===== config.mk =====
export PLATFORM = sky130hd
export DESIGN_NAME = oled_cmd_decoder_flat
export DESIGN_NICKNAME = d
export VERILOG_FILES = /design/src/rtl/oled_pkg.sv /design/src/rtl/oled_cmd_decoder_if.sv /design/src/rtl/oled_cmd_decoder_spi_byte_rx.sv /design/src/rtl/oled_cmd_decoder.sv /design/src/flat_wrapper.sv
export SDC_FILE = /design/constraint.sdc
export NUM_CORES = 1
export LEC_CHECK = 0
export CAP_MARGIN = 10
export CORE_MARGIN = 2
export CORE_UTILIZATION = 45
export DETAILED_ROUTE_END_ITERATION = 16
export GPL_TIMING_DRIVEN = 0
export PLACE_DENSITY = 0.8
export REMOVE_ABC_BUFFERS = 1
export SYNTH_ARGS = -nofsm -noshare
export SYNTH_HDL_FRONTEND = slang
export SYNTH_SLANG_ARGS = --single-unit
export TNS_END_PERCENT = 30

===== constraint.sdc =====
create_clock -name CLK -period 1.91 [get_ports CLK]
set_input_delay 0.4775 -clock CLK [delete_from_list [all_inputs] [get_ports CLK]]
set_output_delay 0.4775 -clock CLK [all_outputs]
set_load 0.1 [all_outputs]

===== src/rtl/oled_pkg.sv =====
// Shared opcodes, power-on defaults and decoder state encoding for the OLED command decoder.
package oled_pkg;

    localparam logic [7:0] OP_DISP_OFF  = 8'hAE;
    localparam logic [7:0] OP_DISP_ON   = 8'hAF;
    localparam logic [7:0] OP_SEG_NORM  = 8'hA0;
    localparam logic [7:0] OP_SEG_REMAP = 8'hA1;
    localparam logic [7:0] OP_COM_NORM  = 8'hC0;
    localparam logic [7:0] OP_COM_REV   = 8'hC8;
    localparam logic [7:0] OP_ENT_OFF   = 8'hA4;
    localparam logic [7:0] OP_ENT_ON    = 8'hA5;
    localparam logic [7:0] OP_INV_OFF   = 8'hA6;
    localparam logic [7:0] OP_INV_ON    = 8'hA7;
    localparam logic [7:0] OP_CONTRAST  = 8'h81;
    localparam logic [7:0] OP_CHG_PUMP  = 8'h8D;
    localparam logic [7:0] OP_PRECHARGE = 8'hD9;
    localparam logic [7:0] OP_COM_CFG   = 8'hDA;

    typedef struct packed {
        logic       disp_on;
        logic [7:0] contrast;
        logic       charge_pump;
        logic [7:0] precharge;
        logic [7:0] com_cfg;
        logic       seg_remap;
        logic       com_scan_rev;
        logic       entire_on;
        logic       invert;
    } cfg_t;

    localparam cfg_t CFG_DEFAULT = '{
        disp_on:      1'b0,
        contrast:     8'h7F,
        charge_pump:  1'b0,
        precharge:    8'h22,
        com_cfg:      8'h12,
        seg_remap:    1'b0,
        com_scan_rev: 1'b0,
        entire_on:    1'b0,
        invert:       1'b0
    };

    typedef enum logic {ST_CMD, ST_ARG} dec_state_t;

endpackage


===== src/rtl/oled_cmd_decoder_if.sv =====
// PmodOLED bus pins: SPI byte lane plus panel reset and supply enables.
interface oled_cmd_decoder_if;
    logic CS;
    logic SCLK;
    logic SDIN;
    logic DC;
    logic RES;
    logic VDD;
    logic VBAT;

    modport master (output CS, SCLK, SDIN, DC, RES, VDD, VBAT);
    modport slave  (input  CS, SCLK, SDIN, DC, RES, VDD, VBAT);
endinterface


===== src/rtl/oled_cmd_decoder_spi_byte_rx.sv =====
// Synchronizes the SPI pins and assembles MSB-first bytes; byte_vld is a one-cycle
// strobe 3 CLK edges after the first edge that samples the 8th SCLK rise.
module spi_byte_rx (
    input  logic       CLK,
    input  logic       RST,
    input  logic       cs,
    input  logic       sclk,
    input  logic       sdin,
    input  logic       dc,
    input  logic       res,
    output logic [7:0] byte_dat,
    output logic       byte_vld,
    output logic       byte_is_data,
    output logic       res_sync
);
    // index 0 is the first flop, index 1 the synchronized value
    logic [1:0] cs_s, sclk_s, sdin_s, dc_s, res_s;
    logic       sclk_prev;
    logic [7:0] shreg;
    logic [2:0] bit_cnt;
    logic       done_q, done_dc_q;
    logic       rise;

    always_ff @(posedge CLK) begin
        if (RST) begin
            cs_s      <= 2'b11;
            sclk_s    <= 2'b11;
            sdin_s    <= 2'b00;
            dc_s      <= 2'b00;
            res_s     <= 2'b11;
            sclk_prev <= 1'b1;
        end else begin
            cs_s      <= {cs_s[0], cs};
            sclk_s    <= {sclk_s[0], sclk};
            sdin_s    <= {sdin_s[0], sdin};
            dc_s      <= {dc_s[0], dc};
            res_s     <= {res_s[0], res};
            sclk_prev <= sclk_s[1];
        end
    end

    assign rise     = sclk_s[1] & ~sclk_prev;
    assign res_sync = res_s[1];

    always_ff @(posedge CLK) begin
        if (RST || !res_s[1]) begin
            shreg        <= 8'h00;
            bit_cnt      <= 3'd0;
            done_q       <= 1'b0;
            done_dc_q    <= 1'b0;
            byte_vld     <= 1'b0;
            byte_dat     <= 8'h00;
            byte_is_data <= 1'b0;
        end else begin
            done_q <= 1'b0;
            if (cs_s[1]) begin
                bit_cnt <= 3'd0;
            end else if (rise) begin
                shreg   <= {shreg[6:0], sdin_s[1]};
                bit_cnt <= bit_cnt + 3'd1;
                if (bit_cnt == 3'd7) begin
                    done_q    <= 1'b1;
                    done_dc_q <= dc_s[1];
                end
            end
            byte_vld <= done_q;
            if (done_q) begin
                byte_dat     <= shreg;
                byte_is_data <= done_dc_q;
            end
        end
    end
endmodule


===== src/rtl/oled_cmd_decoder.sv =====
// SSD1306 command-subset decoder holding the panel configuration; all outputs
// update 4 CLK edges after the 8th SCLK rise is first sampled. Flags power-sequence violations.
module oled_cmd_decoder
    import oled_pkg::*;
(
    input  logic                 CLK,
    input  logic                 RST,
    oled_cmd_decoder_if.slave    bus,
    output logic [7:0]           rx_byte,
    output logic                 rx_valid,
    output logic                 rx_is_data,
    output logic                 disp_on,
    output logic [7:0]           contrast,
    output logic                 charge_pump,
    output logic [7:0]           precharge,
    output logic [7:0]           com_cfg,
    output logic                 seg_remap,
    output logic                 com_scan_rev,
    output logic                 entire_on,
    output logic                 invert,
    output logic                 unknown_cmd,
    output logic                 proto_err,
    output logic                 seq_err
);
    logic [7:0] byte_dat;
    logic       byte_vld, byte_is_data, res_sync, byte_take;
    dec_state_t state, state_nxt;
    logic [7:0] op_q, op_nxt;
    cfg_t       cfg, cfg_nxt;
    logic       unknown_nxt, proto_nxt, seq_hit;

    spi_byte_rx u_rx (
        .CLK          (CLK),
        .RST          (RST),
        .cs           (bus.CS),
        .sclk         (bus.SCLK),
        .sdin         (bus.SDIN),
        .dc           (bus.DC),
        .res          (bus.RES),
        .byte_dat     (byte_dat),
        .byte_vld     (byte_vld),
        .byte_is_data (byte_is_data),
        .res_sync     (res_sync)
    );

    // a byte landing as panel reset asserts is dropped
    assign byte_take = byte_vld & res_sync;

    always_ff @(posedge CLK) begin
        if (RST || !res_sync) state <= ST_CMD;
        else                  state <= state_nxt;
    end

    always_comb begin
        state_nxt   = state;
        op_nxt      = op_q;
        cfg_nxt     = cfg;
        unknown_nxt = 1'b0;
        proto_nxt   = 1'b0;
        seq_hit     = ~bus.VBAT & bus.VDD;
        if (byte_take) begin
            if (state == ST_ARG) begin
                state_nxt = ST_CMD;
                if (byte_is_data) begin
                    proto_nxt = 1'b1;
                end else begin
                    case (op_q)
                        OP_CONTRAST:  cfg_nxt.contrast  = byte_dat;
                        OP_PRECHARGE: cfg_nxt.precharge = byte_dat;
                        OP_COM_CFG:   cfg_nxt.com_cfg   = byte_dat;
                        OP_CHG_PUMP: begin
                            cfg_nxt.charge_pump = byte_dat[2];
                            if (!bus.VBAT) seq_hit = 1'b1;
                        end
                        default: ;
                    endcase
                end
            end else if (!byte_is_data) begin
                case (byte_dat)
                    OP_DISP_OFF:  cfg_nxt.disp_on      = 1'b0;
                    OP_DISP_ON: begin
                        cfg_nxt.disp_on = 1'b1;
                        if (bus.VBAT) seq_hit = 1'b1;
                    end
                    OP_SEG_NORM:  cfg_nxt.seg_remap    = 1'b0;
                    OP_SEG_REMAP: cfg_nxt.seg_remap    = 1'b1;
                    OP_COM_NORM:  cfg_nxt.com_scan_rev = 1'b0;
                    OP_COM_REV:   cfg_nxt.com_scan_rev = 1'b1;
                    OP_ENT_OFF:   cfg_nxt.entire_on    = 1'b0;
                    OP_ENT_ON:    cfg_nxt.entire_on    = 1'b1;
                    OP_INV_OFF:   cfg_nxt.invert       = 1'b0;
                    OP_INV_ON:    cfg_nxt.invert       = 1'b1;
                    OP_CONTRAST, OP_CHG_PUMP, OP_PRECHARGE, OP_COM_CFG: begin
                        op_nxt    = byte_dat;
                        state_nxt = ST_ARG;
                    end
                    default: unknown_nxt = 1'b1;
                endcase
            end
        end
    end

    always_ff @(posedge CLK) begin
        if (RST) begin
            op_q        <= 8'h00;
            cfg         <= CFG_DEFAULT;
            rx_byte     <= 8'h00;
            rx_valid    <= 1'b0;
            rx_is_data  <= 1'b0;
            unknown_cmd <= 1'b0;
            proto_err   <= 1'b0;
            seq_err     <= 1'b0;
        end else begin
            rx_valid    <= byte_take;
            unknown_cmd <= unknown_nxt;
            proto_err   <= proto_nxt;
            if (byte_take) begin
                rx_byte    <= byte_dat;
                rx_is_data <= byte_is_data;
            end
            if (seq_hit) seq_err <= 1'b1;
            if (!res_sync) begin
                cfg <= CFG_DEFAULT;
            end else begin
                cfg  <= cfg_nxt;
                op_q <= op_nxt;
            end
        end
    end

    assign disp_on      = cfg.disp_on;
    assign contrast     = cfg.contrast;
    assign charge_pump  = cfg.charge_pump;
    assign precharge    = cfg.precharge;
    assign com_cfg      = cfg.com_cfg;
    assign seg_remap    = cfg.seg_remap;
    assign com_scan_rev = cfg.com_scan_rev;
    assign entire_on    = cfg.entire_on;
    assign invert       = cfg.invert;
endmodule

===== src/flat_wrapper.sv =====
// flat-port wrapper written by rule: the top's interface ports become plain ports
module oled_cmd_decoder_flat import oled_pkg::*;
  (CLK, RST, rx_byte, rx_valid, rx_is_data, disp_on, contrast, charge_pump, precharge, com_cfg, seg_remap, com_scan_rev, entire_on, invert, unknown_cmd, proto_err, seq_err, bus_CS, bus_SCLK, bus_SDIN, bus_DC, bus_RES, bus_VDD, bus_VBAT);
  oled_cmd_decoder_if bus_i ();
  input  logic CLK;
  input  logic RST;
  output logic [7:0] rx_byte;
  output logic rx_valid;
  output logic rx_is_data;
  output logic disp_on;
  output logic [7:0] contrast;
  output logic charge_pump;
  output logic [7:0] precharge;
  output logic [7:0] com_cfg;
  output logic seg_remap;
  output logic com_scan_rev;
  output logic entire_on;
  output logic invert;
  output logic unknown_cmd;
  output logic proto_err;
  output logic seq_err;
  input wire logic [$bits(bus_i.CS)-1:0] bus_CS;
  input wire logic [$bits(bus_i.SCLK)-1:0] bus_SCLK;
  input wire logic [$bits(bus_i.SDIN)-1:0] bus_SDIN;
  input wire logic [$bits(bus_i.DC)-1:0] bus_DC;
  input wire logic [$bits(bus_i.RES)-1:0] bus_RES;
  input wire logic [$bits(bus_i.VDD)-1:0] bus_VDD;
  input wire logic [$bits(bus_i.VBAT)-1:0] bus_VBAT;
  assign bus_i.CS = bus_CS;
  assign bus_i.SCLK = bus_SCLK;
  assign bus_i.SDIN = bus_SDIN;
  assign bus_i.DC = bus_DC;
  assign bus_i.RES = bus_RES;
  assign bus_i.VDD = bus_VDD;
  assign bus_i.VBAT = bus_VBAT;
  oled_cmd_decoder u_core (.CLK(CLK), .RST(RST), .bus(bus_i), .rx_byte(rx_byte), .rx_valid(rx_valid), .rx_is_data(rx_is_data), .disp_on(disp_on), .contrast(contrast), .charge_pump(charge_pump), .precharge(precharge), .com_cfg(com_cfg), .seg_remap(seg_remap), .com_scan_rev(com_scan_rev), .entire_on(entire_on), .invert(invert), .unknown_cmd(unknown_cmd), .proto_err(proto_err), .seq_err(seq_err));
endmodule

==> results of run 1 <==
-- timing repair --
item / in CTS / in global routing
hold endpoints to repair: 0 / 0
pin swaps: 1 / 1
setup buffers: 1 / 0
hold buffers: 0 / 0
gates resized for setup: 137 / 6
endpoints found under the setup margin: 103 / 10
cloned: 1 / 0
-- critical path, stage by stage, from the launching register on --
cell and delay, ps:
dfxtp_1 500, nand4b_1 130, buf_4 190, nor4_4 340, and3b_2 370, mux2i_1 230
-- cells in the mapped netlist, types with 3 or more instances --
| cell | count |
|---|---|
| nand2b_1 | 12 |
| nand4b_1 | 3 |
| a21oi_1 | 17 |
| buf_2 | 3 |
| clkbuf_1 | 17 |
| nor3_1 | 8 |
| nand4_1 | 3 |
| nor2_1 | 32 |
| nor2b_1 | 9 |
| or2_2 | 7 |
| mux2i_1 | 48 |
| nand2_1 | 47 |
| nand3_1 | 7 |
| and2_1 | 3 |
| dfxtp_1 | 86 |
| o21ai_0 | 6 |
-- registers in the layout, summed over array words and instances (netlist names), 2 cells and up --
name                  flops
u_core.u_rx.cs_s          2
u_core.u_rx.bit_cnt       3
u_core.u_rx.sclk_s        2
u_core.contrast           8
u_core.u_rx.sdin_s        2
u_core.u_rx.byte_dat      8
u_core.u_rx.dc_s          2
u_core.op_q               8
u_core.precharge          8
u_core.u_rx.shreg         8
u_core.u_rx.res_s         2
u_core.rx_byte            8
u_core.com_cfg            8
-- kinds of logic (layout without fill, tap and decap cells) --
group,count (synthesis),in the layout
xor gates and xnor gates,3,3
and+or+nand+nor,151,152
DFF,86,86
AOI/OAI and AO/OA,30,30
adders and majority gates,2,2
muxes,48,48
buffers and inverters,23,69
-- metal layers --
| layer | global-route usage | wire (µm) | up-vias |
|---|---|---|---|
| met5 | 0 | 0 | - |
| met3 | 0.0486 | 353 | 8 |
| met2 | 0.307 | 3460 | 58 |
| met4 | 0.0590 | 66 | 0 |
| li1 | - | - | 1245 |
| met1 | 0.213 | 2970 | 1171 |
-- power by group --
part           switching (mW)  total (mW)  internal, mW  leakage (nW)
Sequential            0.00594        1.81          1.80         0.696
Clock                   0.618        1.35         0.734        0.0990
Combinational          0.0563      0.0910        0.0347         0.729
Total                   0.681        3.25          2.57          1.52
-- cell type report --
type / count / share of cell area
Sequential cell: 86 / 0.408
Multi-Input combinational cell: 235 / 0.374
Timing Repair Buffer: 52 / 0.136
Clock buffer: 10 / 0.0303
Tap cell: 99 / 0.0294
Clock inverter: 5 / 0.0199
Inverter: 2 / 0.00178
-- cells in the final DEF (no fill, tap or decap), types with 3 or more instances in the layout --
cell,netlist,layout
a21oi_1,17,17
and2_1,3,3
clkbuf_8,0,9
clkdlybuf4s15_2,0,44
clkdlybuf4s50_1,0,7
dfxtp_1,86,86
mux2i_1,48,48
nand2_1,47,46
nand2b_1,12,11
nand3_1,7,7
nand4_1,3,3
nand4b_1,3,3
nor2_1,32,32
nor2b_1,9,8
nor3_1,8,5
nor3_2,0,3
o21ai_0,6,6
or2_2,7,7
-- worst paths after layout --
| check | endpoint |
|---|---|
| max | u_core.com_cfg[3] |
| min reg2reg | u_core.u_rx.sclk_s[1] |
| min | u_core.u_rx.sclk_s[1] |
| max reg2reg | u_core.com_cfg[3] |
-- through the flow --
step | power (mW) | cell area (µm²) | hold WS [ps]
final | 3.25 | 4220 | 410
after global routing | 3.38 | 4220 | 436
after CTS | 3.30 | 4190 | 413
after detailed placement | 1.94 | 3880 | 394
after global placement | 1.93 | 3870 | 393
after floorplan | 1.90 | 3230 | 389
==> summary.txt, run 1 <==
Timing
  • Tcrit/Tclk final: 0.961
  • Hold Violations, Final: 0
  • Fmax: 545 MHz
  • Final setup fails: 0
  • Min Tclk post-route: about 1800 ps
  • Fin Clk Skew: 5.02 ps
  • TNS Setup: 0 ps
  • Setup ws final: 74.3 ps
  • Max Slew Vio Count: 0
  • Measured slew at the worst slew-check pin: 876 ps
  • Worst slew margin: 0.413

Synth
  • Synth Area in Compound Gates: 0.0509
  • Avg Cell Area, Syn: around 9.7 µm²
  • Synthesized area: 0.00332 mm²
  • Post-Synth Adder-Cell Area: 0.00754
  • Yosys warns: 0
  • Share of synthesized registers carrying an async set or reset: 0
  • Gate Count Post-Synth: 343
  • Post-synth EDFFs: 0
  • Yosys cell types: 44
  • Post-synthesis simple-gate area fraction: 0.243
  • Top-area cell type share of the netlist area: 0.519
  • Sequential share of the synthesized area: 0.519
  • Area contributors post-synth: dfxtp_1 (52%), mux2i_1 (14%), nand2_1 (5.3%), nor2_1 (3.6%), a21oi_1 (2.6%)
  • Synth Register Bits: 86
  • Post-synthesis mux area share: 0.145
  • Ys flop type: dfxtp_1
  • Combinational family with the most area after synthesis: simple AND/OR/NAND/NOR gates
  • Synth area leader: dfxtp_1
  • XOR/XNOR share of the synthesized area: 0.00792

CTS
  • Clock transition at the registers of the reported paths: 80 ps
  • H-tree level count: 3
  • CTS Sinks: 86
  • Root Driver: clkbuf_8
  • CTS Buffer Depth: 2
  • TritonCTS clock tree: yes
  • Cts bufs inserted: 9
  • Worst-skew pair later-pin latency: 350 ps

Detailed routing
  • Avg WL per Cell: between 10 and 15 µm
  • Initial DRC Count: 111
  • Final WL: 6.84 mm
  • Post-route ant nets: 0
  • DRC Markers: 0
  • Vias: 2482
  • Vias per cell: 5.08
  • First-pass DRT Iterations: 4

Cells and area
  • Share of layout cells above drive strength 1: 0.221
  • Util after Layout: 0.588
  • Area of the multi-input gates: 0.00158 mm²
  • Final net count: 397
  • Area growth syn-to-layout: 27.1%
  • FF+latch area: 0.00172 mm²
  • Filler Cells Inserted: between 600 and 700
  • Fin cells: 489
  • ANT cells: 0

Flow run
  • Max Cap Viol: 0

Worst setup path
  • Critical path required time: 2180 ps
  • CP max FO: 7
  • Worst Setup End Kind: flip-flop
  • WS Path Type: flip-flop to flip-flop
  • R2R setup slack: 70 ps
  • Worst Setup Start Kind: flip-flop
  • Arrival @ worst endpoint: around 2100 ps
  • R2R depth: 5
  • Worst r2r src: u_core.u_rx.res_s[1]
  • Crit path launch: u_core.u_rx.res_s[1]

Power and ir drop
  • Peak VDD IR: 472 µV
  • Pwr dens: a little under 800 mW/mm²
  • Pleak: 1.52 nW

GRT
  • Pin count of the biggest net entering global routing: 40
  • Vias in the first global route: roughly 2500
  • First-pass GRT wire length: between 10 and 15 mm
  • Initial antenna violation count: 0
  • Total grt overflow: 0
  • GRT Util Overall: 0.177

Die
  • Cell row count: 31
  • CORE AREA: 0.00718 mm²
  • Chip width: 89.9 µm
  • Initial Util: 0.462
  • IO Count: 52
  • Die Area: 0.00807 mm²
  • Die height: between 80 and 90 µm

Placement
  • Inst Count DP: ~470
  • Dpl hpwl: 4.44 mm
  • Place WS: -1440 ps
  • RD Place Congestion: 0.847
  • I/O Buffers: just over 50

Worst hold path
  • Hold wc startpoint: u_core.u_rx.sclk_s[0]
  • Hold Crit Class: flip-flop to flip-flop
  • Hold depth: 1

Outcome
  • Status: completed
(Power assumes the default switching activity.)
==> run 2: changes to the inputs <==
TNS_END_PERCENT = 5   (was 30)
==> results of run 2 <==
Same layout as run 1: the final DEF is identical, and so are final timing and power.
